## config.mk

```make
export PLATFORM = sky130hd
export DESIGN_NAME = mem_port_arbiter
export DESIGN_NICKNAME = d
export VERILOG_FILES = /design/src/rtl/mem_port_arbiter.sv
export SDC_FILE = /design/constraint.sdc
export NUM_CORES = 1
export LEC_CHECK = 0
export CORE_AREA = 2 2 112 114
export CTS_CLUSTER_DIAMETER = 50
export DETAILED_ROUTE_END_ITERATION = 16
export DIE_AREA = 0 0 114 116
export PLACE_DENSITY = 0.59
export SLEW_MARGIN = 15
export SYNTH_ARGS = -nofsm -noshare
export SYNTH_HDL_FRONTEND = slang
export SYNTH_SLANG_ARGS = --single-unit
export TNS_END_PERCENT = 5
```

## constraint.sdc

```tcl
create_clock -name clk -period 1.9 [get_ports clk]
set_input_delay 0.57 -clock clk [delete_from_list [all_inputs] [get_ports clk]]
set_output_delay 0.57 -clock clk [all_outputs]
set_load 0.05 [all_outputs]
```

## src/rtl/mem_port_arbiter.sv

```systemverilog
// -----------------------------------------------------------------------------
// mem_port_arbiter
//
// Purpose:
//   Shares one memory port between the fetch stage (IFU) and the memory stage
//   (LSU). One master is granted at a time and exactly one transaction is
//   outstanding. The granted request is forwarded to the slave and the slave
//   response is routed back to the same master. The non-granted master always
//   sees req_ready=0, resp_valid=0 and rdata=0.
//
// Configuration macro:
//   ARB_ROUND_ROBIN_EN - when defined, a tie in IDLE goes to the master that
//                        was not granted last (first tie after reset -> IFU).
//                        When undefined, a tie always goes to the LSU.
//
// Ports:
//   clk, resetn                 clock, asynchronous active-low reset
//   if_req_*/if_addr            IFU read request (valid/ready handshake)
//   if_resp_*/if_rdata          IFU read response
//   ls_req_*/ls_addr/ls_wen/
//   ls_wdata/ls_wmask           LSU read or write request
//   ls_resp_*/ls_rdata          LSU response (read data or write ack)
//   s_req_*/s_addr/s_wen/
//   s_wdata/s_wmask             request forwarded to the memory slave
//   s_resp_*/s_rdata            response from the memory slave
//   busy                        a transaction is in progress (state != IDLE)
//   grant_ls                    LSU currently owns the port
// -----------------------------------------------------------------------------
module mem_port_arbiter #(
    parameter int ADDR_W = 32,
    parameter int DATA_W = 32,
    parameter int MASK_W = 8
) (
    input  logic              clk,
    input  logic              resetn,
    // IFU
    input  logic              if_req_valid,
    output logic              if_req_ready,
    input  logic [ADDR_W-1:0] if_addr,
    output logic              if_resp_valid,
    input  logic              if_resp_ready,
    output logic [DATA_W-1:0] if_rdata,
    // LSU
    input  logic              ls_req_valid,
    output logic              ls_req_ready,
    input  logic [ADDR_W-1:0] ls_addr,
    input  logic              ls_wen,
    input  logic [DATA_W-1:0] ls_wdata,
    input  logic [MASK_W-1:0] ls_wmask,
    output logic              ls_resp_valid,
    input  logic              ls_resp_ready,
    output logic [DATA_W-1:0] ls_rdata,
    // Slave
    output logic              s_req_valid,
    input  logic              s_req_ready,
    output logic [ADDR_W-1:0] s_addr,
    output logic              s_wen,
    output logic [DATA_W-1:0] s_wdata,
    output logic [MASK_W-1:0] s_wmask,
    input  logic              s_resp_valid,
    output logic              s_resp_ready,
    input  logic [DATA_W-1:0] s_rdata,
    // Status
    output logic              busy,
    output logic              grant_ls
);

    typedef enum logic [1:0] {
        ST_IDLE = 2'd0,
        ST_REQ  = 2'd1,
        ST_RESP = 2'd2
    } state_t;

    typedef enum logic [1:0] {
        GNT_NONE = 2'd0,
        GNT_IF   = 2'd1,
        GNT_LS   = 2'd2
    } gnt_t;

    state_t r_state;
    gnt_t   r_gnt;
    gnt_t   r_last;

    logic w_in_req;
    logic w_in_resp;
    logic w_gnt_if;
    logic w_gnt_ls;
    logic w_any_req;
    logic w_tie_to_ls;
    logic w_pick_ls;
    logic w_req_hs;
    logic w_resp_hs;

    assign w_in_req  = (r_state == ST_REQ);
    assign w_in_resp = (r_state == ST_RESP);
    assign w_gnt_if  = (r_gnt == GNT_IF);
    assign w_gnt_ls  = (r_gnt == GNT_LS);
    assign w_any_req = if_req_valid | ls_req_valid;

`ifdef ARB_ROUND_ROBIN_EN
    // Tie goes to whoever did not win last; last resets to LS so IFU wins first.
    assign w_tie_to_ls = (r_last != GNT_LS);
`else
    // Fixed LSU priority; last is still tracked but plays no part in the choice.
    logic w_unused_last;
    assign w_tie_to_ls   = 1'b1;
    assign w_unused_last = ^r_last;
`endif

    // A lone requester always wins; the tie rule only matters when both ask.
    assign w_pick_ls = ls_req_valid & (~if_req_valid | w_tie_to_ls);

    assign w_req_hs  = s_req_valid & s_req_ready;
    assign w_resp_hs = s_resp_valid & s_resp_ready;

    // Everything below is decoded from registered state, so all outputs are
    // forced to zero the moment resetn asserts and throughout IDLE.
    always_comb begin
        s_req_valid   = 1'b0;
        s_addr        = '0;
        s_wen         = 1'b0;
        s_wdata       = '0;
        s_wmask       = '0;
        s_resp_ready  = 1'b0;
        if_req_ready  = 1'b0;
        ls_req_ready  = 1'b0;
        if_resp_valid = 1'b0;
        ls_resp_valid = 1'b0;
        if_rdata      = '0;
        ls_rdata      = '0;

        if (w_in_req) begin
            if (w_gnt_ls) begin
                s_req_valid  = ls_req_valid;
                s_addr       = ls_addr;
                s_wen        = ls_wen;
                s_wdata      = ls_wdata;
                s_wmask      = ls_wmask;
                ls_req_ready = s_req_ready;
            end else if (w_gnt_if) begin
                // Fetches are always reads: no write enable, no byte mask.
                s_req_valid  = if_req_valid;
                s_addr       = if_addr;
                if_req_ready = s_req_ready;
            end
        end

        if (w_in_resp) begin
            if (w_gnt_ls) begin
                ls_resp_valid = s_resp_valid;
                ls_rdata      = s_rdata;
                s_resp_ready  = ls_resp_ready;
            end else if (w_gnt_if) begin
                if_resp_valid = s_resp_valid;
                if_rdata      = s_rdata;
                s_resp_ready  = if_resp_ready;
            end
        end
    end

    assign busy     = (r_state != ST_IDLE);
    assign grant_ls = w_gnt_ls;

    always_ff @(posedge clk or negedge resetn) begin
        if (!resetn) begin
            r_state <= ST_IDLE;
            r_gnt   <= GNT_NONE;
            r_last  <= GNT_LS;
        end else begin
            case (r_state)
                ST_IDLE: begin
                    // Grant is decided here and then frozen until the response
                    // handshakes; late arrivals simply wait.
                    if (w_any_req) begin
                        r_gnt   <= w_pick_ls ? GNT_LS : GNT_IF;
                        r_state <= ST_REQ;
                    end
                end
                ST_REQ: begin
                    // A dropped req_valid just parks here with s_req_valid=0.
                    if (w_req_hs) begin
                        r_state <= ST_RESP;
                    end
                end
                ST_RESP: begin
                    if (w_resp_hs) begin
                        r_state <= ST_IDLE;
                        r_last  <= r_gnt;
                        r_gnt   <= GNT_NONE;
                    end
                end
                default: begin
                    r_state <= ST_IDLE;
                    r_gnt   <= GNT_NONE;
                end
            endcase
        end
    end

endmodule

```

Word-level counts from Yosys, hierarchy flattened
Cells that the tools add are included.
W data, S select, Z words.
- eq/ne operators: 7
- muxes and demuxes: 37
- bitwise gates (word level): 4
- reductions and logical operators: 4
- operators with widths (kind ; number):
    $mux W32 ; 10
    $mux W1 ; 18
    $mux W8 ; 2
    $pmux W2 S3 ; 2
    $mux W2 ; 5
    $reduce_and A3 Y1 ; 2
    $eq A2 B1 Y1 const B ; 2
    $eq A2 B2 Y1 const B ; 2
    $ne A2 B1 Y1 const B ; 2
    $and A1 B1 Y1 ; 2
    $logic_not A2 Y1 ; 1
    $ne A2 B2 Y1 const B ; 1
    $reduce_bool A2 Y1 ; 1
    $not A1 Y1 ; 1
    $or A1 B1 Y1 ; 1
- register bits after elaboration: 4
- input bits: 145
- output and inout port bits: 145
- word-level logic and storage cells: 54

Logic depth before layout (Yosys ltp)
- word-level depth: 7
- gate-level depth with buffers: 6
- gate-level depth less buffers: 4

Worst setup path after synthesis
Ideal clock, no wire load.
- path kind: register -> output
- from: register r_gnt[0]
- to: output ls_rdata[22]
- arrival: 1.796 ns
- setup slack: -0.466 ns
- stages on the path, launching flop included: 5
- buffers on the path: 1
- cells stage by stage: dfrtp_1 > nand2b_4 > inv_2 > clkbuf_1 > and3_1
- word-level cells in the longest chain between the ends: 3
- RTL lines (what ; RTL line ; text):
    from (decl) ; 81 ; gnt_t r_gnt;
    from (signal assigned) ; 175 ; r_gnt <= w_pick_ls ? GNT_LS : GNT_IF;
    $eq A2 B2 Y1 ; 97 ; assign w_gnt_ls = (r_gnt == GNT_LS);
    named net grant_ls ; 65 ; output logic grant_ls
    $mux W32 ; 149 ; if (w_gnt_ls) begin
    $mux W32 ; 148 ; if (w_in_resp) begin
    to (decl) ; 52 ; output logic [DATA_W-1:0] ls_rdata,
The timed path passes the listed nets, and every way through them passes these cells.

Worst setup path after layout
- from: register r_gnt[0]
- to: output s_wmask[7]
- word-level cells in the longest chain between the ends: 3
- RTL lines (what ; RTL line ; text):
    $eq A2 B2 Y1 ; 97 ;
    $mux W8 ; 133 ; if (w_gnt_ls) begin
    $mux W8 ; 132 ; if (w_in_req) begin
    to (decl) ; 59 ; output logic [MASK_W-1:0] s_wmask,
No other way between the ends.

==> results by group <==
Global routing
  – Initial antenna violation count: 0
  – First-pass GRT wire length: 17400 microns
  – Largest net degree at the start of global routing: 69
  – Remaining Overflow, GRT: 0
  – Total GRT Usage: between 10% and 20%
  – Vias in the first global route: between 3000 and 4000

Place
  – DP Wirelength: 9930 microns
  – DP Area: 6310 sq um
  – Port bufs: slightly below 300
  – RD Place Congestion: 0.841
  – Cell total after placement: just under 700

Run
  – MaxCap Viol Count: 0

Synthesis
  – Synthesized area: 1550 sq um
  – Synth top area cells: and3_1 (27%), and2_1 (17%), a22oi_1 (11%)
  – Syn. warnings: 0
  – Cell taking the most area after synthesis: and3_1
  – Sequential-to-total area share from yosys stat: 6.46%
  – Synth cell types: 28
  – Top-area cell type share of the netlist area: 26.7%
  – Mapped Nets: 381
  – FFs w/ async S/R, synth: 100%
  – Mean Syn Cell Area: 6.56 sq um
  – Cells after Synth: 236
  – Yosys reg bits: 4
  – EDFF count, synth: 0
  – Top_reg_cell synth: dfrtp_1

Setup path
  – CP required: 1330 ps
  – CP startpoint: r_gnt[0]
  – CP Class: reg2out
  – Max Fanout on Critical Path: 32
  – Data arrival, critical path: 1560 ps
  – CP Capture Type: output port
  – Reg2reg start: r_gnt[0]
  – R2R depth: 6
  – CP Launch Type: register

Timing
  – Final Max Tran Viols: 0
  – Clk_skew: 0.780 ps
  – Final Setup Violations: 142
  – Final Hold Vio Count: 0
  – Setup TNS: -22140 ps
  – RSZ-0062 raised after global routing: true
  – Max Fclk: 469 MHz
  – Final worst-path setup slack: -231 ps
  – Tmin final: roughly 2100 ps
  – Period utilisation layout: 112%
  – Least-Margin Pin Slew: 311 ps
  – Rel. slew slack: 79.3%

Die
  – Num ports: between 200 and 300
  – Die area: 13200 sq um
  – # rows: 40
  – Die Y: 116 microns
  – Die width: around 110 microns
  – Initial Util: between 10% and 20%
  – Core area: approximately 12000 sq um

Pwr
  – Leakage: 0.00276 uW
  – P per Cell Area: 1240 nW/um^2
  – Clock power share: under 10%
  – VDD IR max: ~0.56 mV
  – Power Internal: between 3000 and 4000 uW
  – Sw frac: between 50% and 60%
  – Comb pwr share: approximately 94%
  – Reg power frac: 2.1%
  – Net Sw Power: 4190 uW
  – Total power: between 8000 and 9000 uW

CTS
  – Clk buf depth: 2
  – Clk slew on worst S/H paths: 30 ps
  – Clk sinks: 4
  – Root Driver: clkbuf_16
  – Clock Latency Late Sink: between 200 and 250 ps
  – H-tree depth: 1
  – Post-CTS setup buffer count: 0
  – CTS tree: yes
  – Total CTS buffers: 3

Status
  – Outcome: complete, but fails checks
  – Failing checks: setup timing

Final layout
  – Multi-input logic area: 1530 sq um
  – NumNets Final: slightly below 700
  – Non-filler cells, final: 677
  – FILL cells: 1022
  – Post-Route Utilization: 55.3%
  – Synthesis-to-finish area growth: 326%
  – FF/Latch Area: a little over 100 sq um
  – Fraction of layout cells with a size suffix above 1: a little over half
  – # diodes: 0
  – Final Instance Area: 6590 sq um

Route
  – DRC Markers: 0
  – 1st-iter DRT viols: roughly 120
  – Final ANT Viol Nets: 0
  – Final WL: 12200 microns
  – DR vias: 2959
  – Wire per inst: about 18 microns
  – TritonRoute pass-1 iters: 4
  – Vias per cell: between 4 and 5

Hold path
  – Hold Path Class: in2async
## worst max-delay path, cell delays in order, from the launching register on
cell      delay [ps]
dfrtp_1          390
nand2b_4         170
buf_6            120
nor2_4           130
buf_12           170
and2_1           190
buf_12           150
## power by group through the flow
stage	Combinational [uW]	Sequential, uW	Clock, uW
final	7680	171	327
after global placement	7360	169	0
after CTS	7580	171	332
after detailed placement	7390	169	0
after floorplan	3640	171	0
after global routing	7980	179	342
## cell usage after synthesis (2+ instances only)
cell,count
and3_1,66
and2_1,42
nor2_1,36
a22oi_1,23
a22oi_2,11
clkbuf_1,11
clkbuf_2,6
buf_4,4
dfrtp_1,4
nand2b_1,4
buf_2,3
buf_6,3
nand2_1,3
buf_1,2
nor2b_1,2
o211ai_1,2
o22ai_1,2
or2_2,2
## path summary, 6_finish.rpt
| check | to | slack (ps) |
|---|---|---|
| max in group asynchronous | r_state[0] | 1170 |
| min reg2reg | r_gnt[0] | 630 |
| min in group clk | r_gnt[0] | 630 |
| max | s_wmask[7] | -230 |
| min | r_gnt[0] | 550 |
| max reg2reg | r_state[0] | 510 |
## metrics by stage
stage,hold WS (ps),setup slack (ps)
2_1_floorplan,274,-166
3_3_place_gp,608,-383
3_5_place_dp,616,-407
4_1_cts,548,-238
5_1_grt,559,-313
6_report,550,-231
## final cells by class
| type | instances | share of cell area, % |
|---|---|---|
| clock buffer | 3 | 1.14 |
| inverter | 1 | 0.0949 |
| timing repair buffer | 320 | 71.3 |
| tap | 147 | 2.79 |
| multi-input combinational | 202 | 23.1 |
| sequential | 4 | 1.56 |
## layer usage
| layer | GRT usage, % | share of wire, % | wire [microns] | up-vias |
|---|---|---|---|---|
| met3 | 5.23 | 10 | 1260 | 10 |
| met2 | 31.3 | 52 | 6340 | 165 |
| met5 | 0 | 0 | 0 | - |
| met4 | 4.07 | 1.4 | 170 | 0 |
| li1 | - | - | - | 1419 |
| met1 | 18.8 | 36 | 4390 | 1365 |
## layout by cell type (no fill, tap or decap), drive strengths merged, types with 2 or more instances in the layout
cell,n
or2,2
a22oi,34
clkbuf,4
and3,66
clkdlybuf4s50,142
dfrtp,4
nand2b,5
nor2,37
nand2,3
and2,42
o211ai,2
buf,175
o22ai,2
nor2b,4
## state kept, by name (all words and copies together), names as in the netlist
name     cells
r_state      2
r_gnt        2
## cells by family after synthesis
group	Yosys count	share of synthesized area, %
buffers and inverters	30	10.4
DFF	4	6.46
AOI/OAI and AO/OA	42	23.4
and+or+nand+nor	160	59.7
## timing repair
action	in CTS	in global routing
hold buffers	0	0
resized for setup	36	20
setup endpoints to repair	144	144
gates cloned	0	1
pin swaps	2	11
Note: power is estimated with default switching activity, not from simulation.
